--- src/rtl/gradient_controller.sv ---
// gradient_controller: 3-row Sobel window producing 14 gradient magnitudes/directions,
// two columns per cycle, committed together after 7 compute cycles.
module gradient_controller (
    input  logic             clk,
    input  logic             rst,
    input  logic             blur_valid,
    input  logic             col_start,
    input  logic [15:0][7:0] blur_in,
    output logic             busy,
    output logic [13:0][7:0] grad_out,
    output logic [13:0][1:0] grad_dir,
    output logic             grad_final,
    output logic             overrun
);
    typedef enum logic {IDLE, COMPUTE} state_t;
    state_t state;
    logic [2:0] pair;
    logic [2:0][15:0][7:0] win;
    logic [13:0][7:0] stage_mag, nxt_mag;
    logic [13:0][1:0] stage_dir, nxt_dir;
    logic [1:0][2:0][2:0][7:0] taps;

    function automatic logic [9:0] sobel(input logic [2:0][2:0][7:0] p);
        logic [10:0] gx, gy, ax, ay;
        logic [1:0] dir;
        gx = 11'(p[0][2]) + 11'({p[1][2], 1'b0}) + 11'(p[2][2])
           - 11'(p[0][0]) - 11'({p[1][0], 1'b0}) - 11'(p[2][0]);
        gy = 11'(p[2][0]) + 11'({p[2][1], 1'b0}) + 11'(p[2][2])
           - 11'(p[0][0]) - 11'({p[0][1], 1'b0}) - 11'(p[0][2]);
        ax = gx[10] ? -gx : gx;
        ay = gy[10] ? -gy : gy;
        dir = ({ay, 1'b0} <= {1'b0, ax}) ? 2'd0 :
              ({ax, 1'b0} <= {1'b0, ay}) ? 2'd2 :
              (gx[10] == gy[10])         ? 2'd1 : 2'd3;
        return {dir, 8'((ax + ay) >> 3)};
    endfunction

    always_comb begin
        nxt_mag = stage_mag;
        nxt_dir = stage_dir;
        taps = '0;
        for (int k = 0; k < 2; k++) begin
            for (int r = 0; r < 3; r++)
                for (int j = 0; j < 3; j++)
                    taps[k][r][j] = win[r][4'(2 * int'(pair) + k + j)];
            {nxt_dir[4'(2 * int'(pair) + k)], nxt_mag[4'(2 * int'(pair) + k)]} = sobel(taps[k]);
        end
    end

    always_ff @(posedge clk) begin
        if (rst) begin
            state      <= IDLE;
            pair       <= '0;
            win        <= '0;
            stage_mag  <= '0;
            stage_dir  <= '0;
            grad_out   <= '0;
            grad_dir   <= '0;
            grad_final <= 1'b0;
            busy       <= 1'b0;
            overrun    <= 1'b0;
        end else if (state == IDLE) begin
            grad_final <= 1'b0;
            if (blur_valid) begin
                win   <= col_start ? {3{blur_in}} : {blur_in, win[2], win[1]};
                state <= COMPUTE;
                busy  <= 1'b1;
                pair  <= '0;
            end
        end else begin
            overrun   <= overrun | blur_valid;
            stage_mag <= nxt_mag;
            stage_dir <= nxt_dir;
            pair      <= pair + 3'd1;
            if (pair == 3'd6) begin
                state      <= IDLE;
                busy       <= 1'b0;
                grad_final <= 1'b1;
                grad_out   <= nxt_mag;
                grad_dir   <= nxt_dir;
            end
        end
    end
endmodule

--- config.mk ---
export PLATFORM = sky130hd
export DESIGN_NAME = gradient_controller
export DESIGN_NICKNAME = d
export VERILOG_FILES = /design/src/rtl/gradient_controller.sv
export SDC_FILE = /design/constraint.sdc
export NUM_CORES = 2
export LEC_CHECK = 0
export BUFFER_PORTS_ARGS = -buffer_cell sky130_fd_sc_hd__buf_4
export CORE_MARGIN = 10
export CORE_UTILIZATION = 60
export CTS_CLUSTER_DIAMETER = 50
export CTS_CLUSTER_SIZE = 12
export DETAILED_ROUTE_END_ITERATION = 10
export GPL_ROUTABILITY_DRIVEN = 0
export HOLD_SLACK_MARGIN = 0.03
export PLACE_DENSITY = 0.84
export SLEW_MARGIN = 10
export SYNTH_ARGS = -nofsm -noshare
export SYNTH_HDL_FRONTEND = slang
export SYNTH_SLANG_ARGS = --single-unit
--- constraint.sdc ---
create_clock -name clk -period 12.9 [get_ports clk]
set_input_delay 0 -clock clk [delete_from_list [all_inputs] [get_ports clk]]
set_output_delay 0 -clock clk [all_outputs]
set_load 0.02 [all_outputs]
### Word-level counts from Yosys, hierarchy flattened

Index checks and enable logic that the tools add are counted.
W data, S select, Z words.

* bits in registers: 671
* input bits: 132
* output and inout bits: 143

* add/sub/neg operators: 31
* magnitude comparators: 11
* equal/unequal tests: 4
* mux-type cells: 73
* bitwise operators: 2
* reductions and logical operators: 7

Operators by type and width (number)
* $bmux W8 S4: 11
* $mux W256: 1
* $mux W8: 30
* $bwmux W112: 2
* $sub A11 B8 Y11: 8
* $bmux W8 S3: 3
* $bwmux W28: 2
* $le A12 B11 Y1: 4
* $add A10 B8 Y11: 4
* $mux W11: 4
* $neg A11 Y11: 4
* $sub A11 B9 Y11: 4
* $add A8 B9 Y10: 4
* $demux W8 S4: 1
* $lt A4 B6 Y1 const B: 5
* $demux W8 S3: 1
* $add A11 B11 Y11: 2
* $mux W2: 8
* $add A4 B2 Y4 const B: 2
* $demux W2 S4: 1
* $ge A4 B1 Y1 const B: 2
* $demux W2 S3: 1
* $mux W1: 6
* $mux W3: 2
* 12 further kinds: 16

### Depth between registers and ports, before layout

* depth in word-level cells: 16
* mapped depth: 34

### Worst setup path before layout

OpenSTA, ideal clock, no wires.

* path type: register -> register
* start point: register pair[0]
* end point: register stage_mag[7] in the netlist's numbering
* library setup time: 124 ps
* arrival time: 8433 ps
* data required time: 12776 ps
* slack: 4343 ps
* stages on the path, launching flop included: 32
* buffers on the path: 6
* path through: dfxtp_1 clkbuf_1 inv_1 clkbuf_1 ha_1 clkbuf_1 buf_1 buf_1 mux4_2 mux2i_1 fa_1 fa_1 inv_1 fa_1 inv_1 ha_1 a211oi_1 o21ai_0 a21boi_0 o31ai_1 a21o_1 clkbuf_1 mux2_2 ha_1 a31o_2 a21oi_1 o21ai_0 o41a_1 a31oi_1 nand2_1 nor3_1 nor3_1

* word-level cells in the longest chain between the ends: 14

RTL lines
* start: declaration: line 17 `logic [2:0] pair;`
* start signal: assignment: line 74 `pair <= pair + 3'd1;`
* $add A4 B1 Y4 or $add A4 B2 Y4 (tied branches): line 45, 46
* $add A4 B3 Y4, or another cell as far along: line 45 `taps[k][r][j] = win[r][4'(2 * int'(pair) + k + j)];`
* $bmux W8 S4 or $mux W8 (tied branches): line 45
* $mux W8 (implied by the code): line 45
* $mux W8 (implied by the code), or another cell as far along: line 45
* $add A8 B9 Y10, or another cell as far along: line 26 `gx = 11'(p[0][2]) + 11'({p[1][2], 1'b0}) + 11'(p[2][2])`
* $add A10 B8 Y11, or another cell as far along: line 26
* $sub A11 B8 Y11, or another cell as far along: line 27 `- 11'(p[0][0]) - 11'({p[1][0], 1'b0}) - 11'(p[2][0]);`
* $sub A11 B9 Y11, or another cell as far along: line 27
* $sub A11 B8 Y11, or another cell as far along: line 27
* $neg A11 Y11, or another cell as far along: line 30 `ax = gx[10] ? -gx : gx;`
* $mux W11, or another cell as far along: line 30
* $add A11 B11 Y11 or $bwmux W112 (tied branches): line 35, 46
* $bwmux W112 *: line 46 `{nxt_dir[4'(2 * int'(pair) + k)], nxt_mag[4'(2 * int'(pair) + k)]} = sobel(taps[k]);`
* end signal: assignment: line 72 `stage_mag <= nxt_mag;`
* end: declaration: line 19 `logic [13:0][7:0] stage_mag, nxt_mag;`

Mark *: on every way between the ends. The rest lies on a longest branch, timed or not. The select of a mux whose other input is x is not followed.
A chain may end at the register's enable or synchronous reset.

### Worst setup path in the final report

* start point: register pair[2]
* end point: register stage_mag[61] in the netlist's numbering

The elaborated chain is that of the path after synthesis.

==> PnR_summary.wiki <==
{| class="wikitable"
! Metric !! Value
|-
| Async SR Flop Fraction || 0
|-
| Area of the core region || 61600 µm²
|-
| Combined area of all synthesized cells || 37250 µm²
|-
| Number of CTS-inserted buffers || 74
|-
| Count of standard-cell rows || 91
|-
| HPWL after detailed placement || 84.25 mm
|-
| Final setup violation count || 0
|-
| Filler Cell Count || 4385
|-
| Full die area || 72440 µm²
|-
| Clock tree from TritonCTS || built
|-
| Syn_area_per_cell || 8.795 µm²
|-
| Fraction of layout cells with a size suffix above 1 || 0.1330
|-
| Routed length per placed instance || 23.37 µm
|-
| Period utilisation layout || 0.7661
|-
| Maximum number of pins on one net before global-route repair || 291
|-
| Type of the setup path with the least slack || reg -> reg
|-
| Post-CTS clock slew at the launch and capture registers of the worst setup and hold paths || 0.06 ns
|-
| Depth of the worst register-to-register path || 27
|-
| Seq/Total Area, Yosys || 0.3607
|-
| Signal arrival time at the worst endpoint || 10.37 ns
|-
| Max clock buf depth || 3
|-
| Synthesized netlist net count || 4603
|-
| Overall routed net length || 124.1 mm
|-
| Sequential standard cell area || 13440 µm²
|-
| Num Clock Sinks || 671
|-
| Final layout net count || 4802
|-
| Overflow left after global routing || 0
|-
| Setup crit end kind || register
|-
| Path class of the lowest-slack min-delay path || in -> reg
|-
| Maximum clock rate || 101.2 MHz
|-
| Total global routing track utilization || 0.3269
|-
| Total of warnings raised by yosys || 0
|-
| Slowest stage delay, CP || 1.02 ns
|-
| Critical path peak fanout || 44
|-
| Worst reg2reg endpoint || stage_mag[61]$_SDFFE_PP0P_
|-
| Transition time of the tightest slew-check pin || 1.219 ns
|-
| Wire length of the first global-routing pass || 190.3 mm
|-
| Fraction of synthesized cell area taken by the top area cell type || 0.3607
|-
| Normalized max-slew margin || 0.1805
|-
| Post-CTS Setup Repair Bufs || 0
|-
| Number of antenna-violating nets in the routed design || 0
|-
| Required time reported for the critical path endpoint || 13.38 ns
|-
| Clock network latency to the later pin of the worst-skew pair || 0.65 ns
|-
| Flip-flop and latch count after synthesis || 671
|-
| Most used flip-flop cell after synthesis || dfxtp_1
|-
| Number of antenna violations at the first check in global routing || 7
|-
| Number of levels the H-tree was split into || 3
|-
| Crit-path slowest cell || a221oi_1
|-
| MaxCap Viol Count || 0
|-
| Origin of the worst min-delay path || blur_in[52]
|-
| Total area of multi-input combinational cells || 21780 µm²
|-
| Final hold violation count || 0
|-
| Cell accounting for the most synthesized area || dfxtp_1
|-
| R2r setup slk || 3.02 ns
|-
| Vias in the first global route || 32700
|-
| Root Driver || clkbuf_16
|-
| Cell types occupying the most area after synthesis || dfxtp_1 (36%), fa_1 (6.7%), mux4_2 (6.6%), nand2_1 (5.5%), a21oi_1 (4.6%)
|-
| Initial DRC Count || 4980
|-
| Syn Inst Count || 4235
|-
| Max Clock Skew || 0.02040 ns
|-
| Initial Util || 0.6047
|-
| Outcome || complete, but fails checks
|-
| Sum of buffers and inverters on the critical path || 5
|-
| Total number of vias || 34510
|-
| Worst Setup Start Kind || register
|-
| Hold-critical path endpoint || win[308]$_SDFFE_PP0P_
|-
| Number of distinct standard cells referenced by the synthesized netlist || 83
|-
| Number of cells on the worst hold path || 4
|-
| DRC violation count after routing || 18
|-
| Setup repair after global routing missed its margin || false
|-
| Height of the chip || 269.2 µm
|-
| Final count of pins violating max slew || 0
|-
| Die width || 269.2 µm
|-
| Synthesis-to-finish area growth || 16.15%
|-
| Detailed Routing Iterations Pass 1 || 11
|-
| Number of top-level pins || 275
|-
| Most frequent cells in the layout || dfxtp_1 (667), nand2_1 (545), a21oi_1 (339), buf_4 (305), o21ai_0 (300)
|-
| Crit path time final || 9.883 ns
|-
| Total negative slack || 0 ns
|-
| Number of synthesized flops with an enable pin || 0
|-
| Largest delay share family, worst path || compound AO/OA/AOI/OAI gates
|-
| Reg-to-reg critical path startpoint || pair[2]$_SDFFE_PP0P_
|-
| Failing checks || DRC
|-
| Number of vias per cell after detailed routing || 6.499
|-
| Number of buffers inserted by port buffering || 274
|-
| Most common cell after layout, fill and taps aside || dfxtp_1
|}
## worst max path at each step
stage | startpoint | endpoint | slack [ns] | cells after the start
floorplan | pair[0]$_SDFFE_PP0P_ | stage_mag[7]$_SDFFE_PP0P_ | 4.34 | 31
global placement | pair[0]$_SDFFE_PP0P_ | stage_mag[7]$_SDFFE_PP0P_ | 3.51 | 27
detailed placement | pair[0]$_SDFFE_PP0P_ | stage_mag[23]$_SDFFE_PP0P_ | 3.35 | 25
CTS | pair[0]$_SDFFE_PP0P_ | stage_mag[39]$_SDFFE_PP0P_ | 3.29 | 26
global route | pair[2]$_SDFFE_PP0P_ | stage_mag[45]$_SDFFE_PP0P_ | 2.59 | 27
finish | pair[2]$_SDFFE_PP0P_ | stage_mag[61]$_SDFFE_PP0P_ | 3.02 | 27
## tightest hold or removal path, cell delays in order
cell and delay (ns):
dlygate4sd3_1 0.53, buf_4 0.11, nand2_1 0.04, a21oi_1 0.10
## metal layers
| layer | global-route usage | part of all wire | vias up | wire length [µm] |
|---|---|---|---|---|
| li1 | - | - | 15280 | - |
| met1 | 0.3997 | 0.36 | 16440 | 44880 |
| met4 | 0.1906 | 0.066 | 0 | 8222 |
| met2 | 0.5097 | 0.45 | 2286 | 55820 |
| met3 | 0.09382 | 0.12 | 503 | 15200 |
| met5 | 0 | 0 | - | 0 |
## cells in the mapped netlist, drive strengths merged, types with 44 or more instances
cell type / n
a22o: 82
ha: 112
nor2: 199
o21ai: 302
a21oi: 339
a31oi: 271
fa: 124
nand2b: 267
nand2: 546
nor2b: 77
dfxtp: 671
mux4: 109
mux2i: 125
clkbuf: 280
inv: 229
xnor2: 44
## logic make-up after synthesis
kind of cell	after synthesis	synth area share
adder cells (fa/ha/maj)	236	0.1043
XOR/XNOR	66	0.01552
flip-flops	671	0.3607
AO/OA/AOI/OAI	1205	0.1979
multiplexers	259	0.1071
buffers and inverters	554	0.05650
AND/OR/NAND/NOR	1244	0.1581
## what timing repair did
item / in CTS / in global routing
gates resized for setup: 0 / 0
endpoints found under the hold margin: 441 / 0
hold buffers: 137 / 0
## flip-flops by register name, summed over array words and instances (netlist names)
signal,cells
busy,1
stage_mag,112
grad_dir,28
pair,3
win,384
state,1
stage_dir,28
grad_final,1
grad_out,112
overrun,1
## area by class of cell
type,instances,area share
Timing Repair Buffer,447,0.08671
Clock buffer,82,0.04442
Multi-Input combinational cell,3010,0.5035
Antenna cell,6,0.0003471
Inverter,230,0.02007
Clock inverter,27,0.01006
Tap cell,837,0.02421
Sequential cell,671,0.3107
## per-stage QoR
stage | setup slack (ns) | instance area (µm²) | hold slack [ns] | instances | util
global placement | 3.508 | 39520 | 0.2572 | 5058 | 0.6415
finish | 3.017 | 43260 | 0.1607 | 5310 | 0.7023
detailed placement | 3.347 | 39520 | 0.2660 | 5058 | 0.6415
CTS | 3.288 | 43250 | 0.1487 | 5304 | 0.7021
global route | 2.586 | 43260 | 0.1737 | 5309 | 0.7023
floorplan | 4.343 | 37250 | 0.1102 | 4235 | -
Power is not shown: default switching activity piles up to over one toggle a cycle in this logic, so the estimate is an artifact.
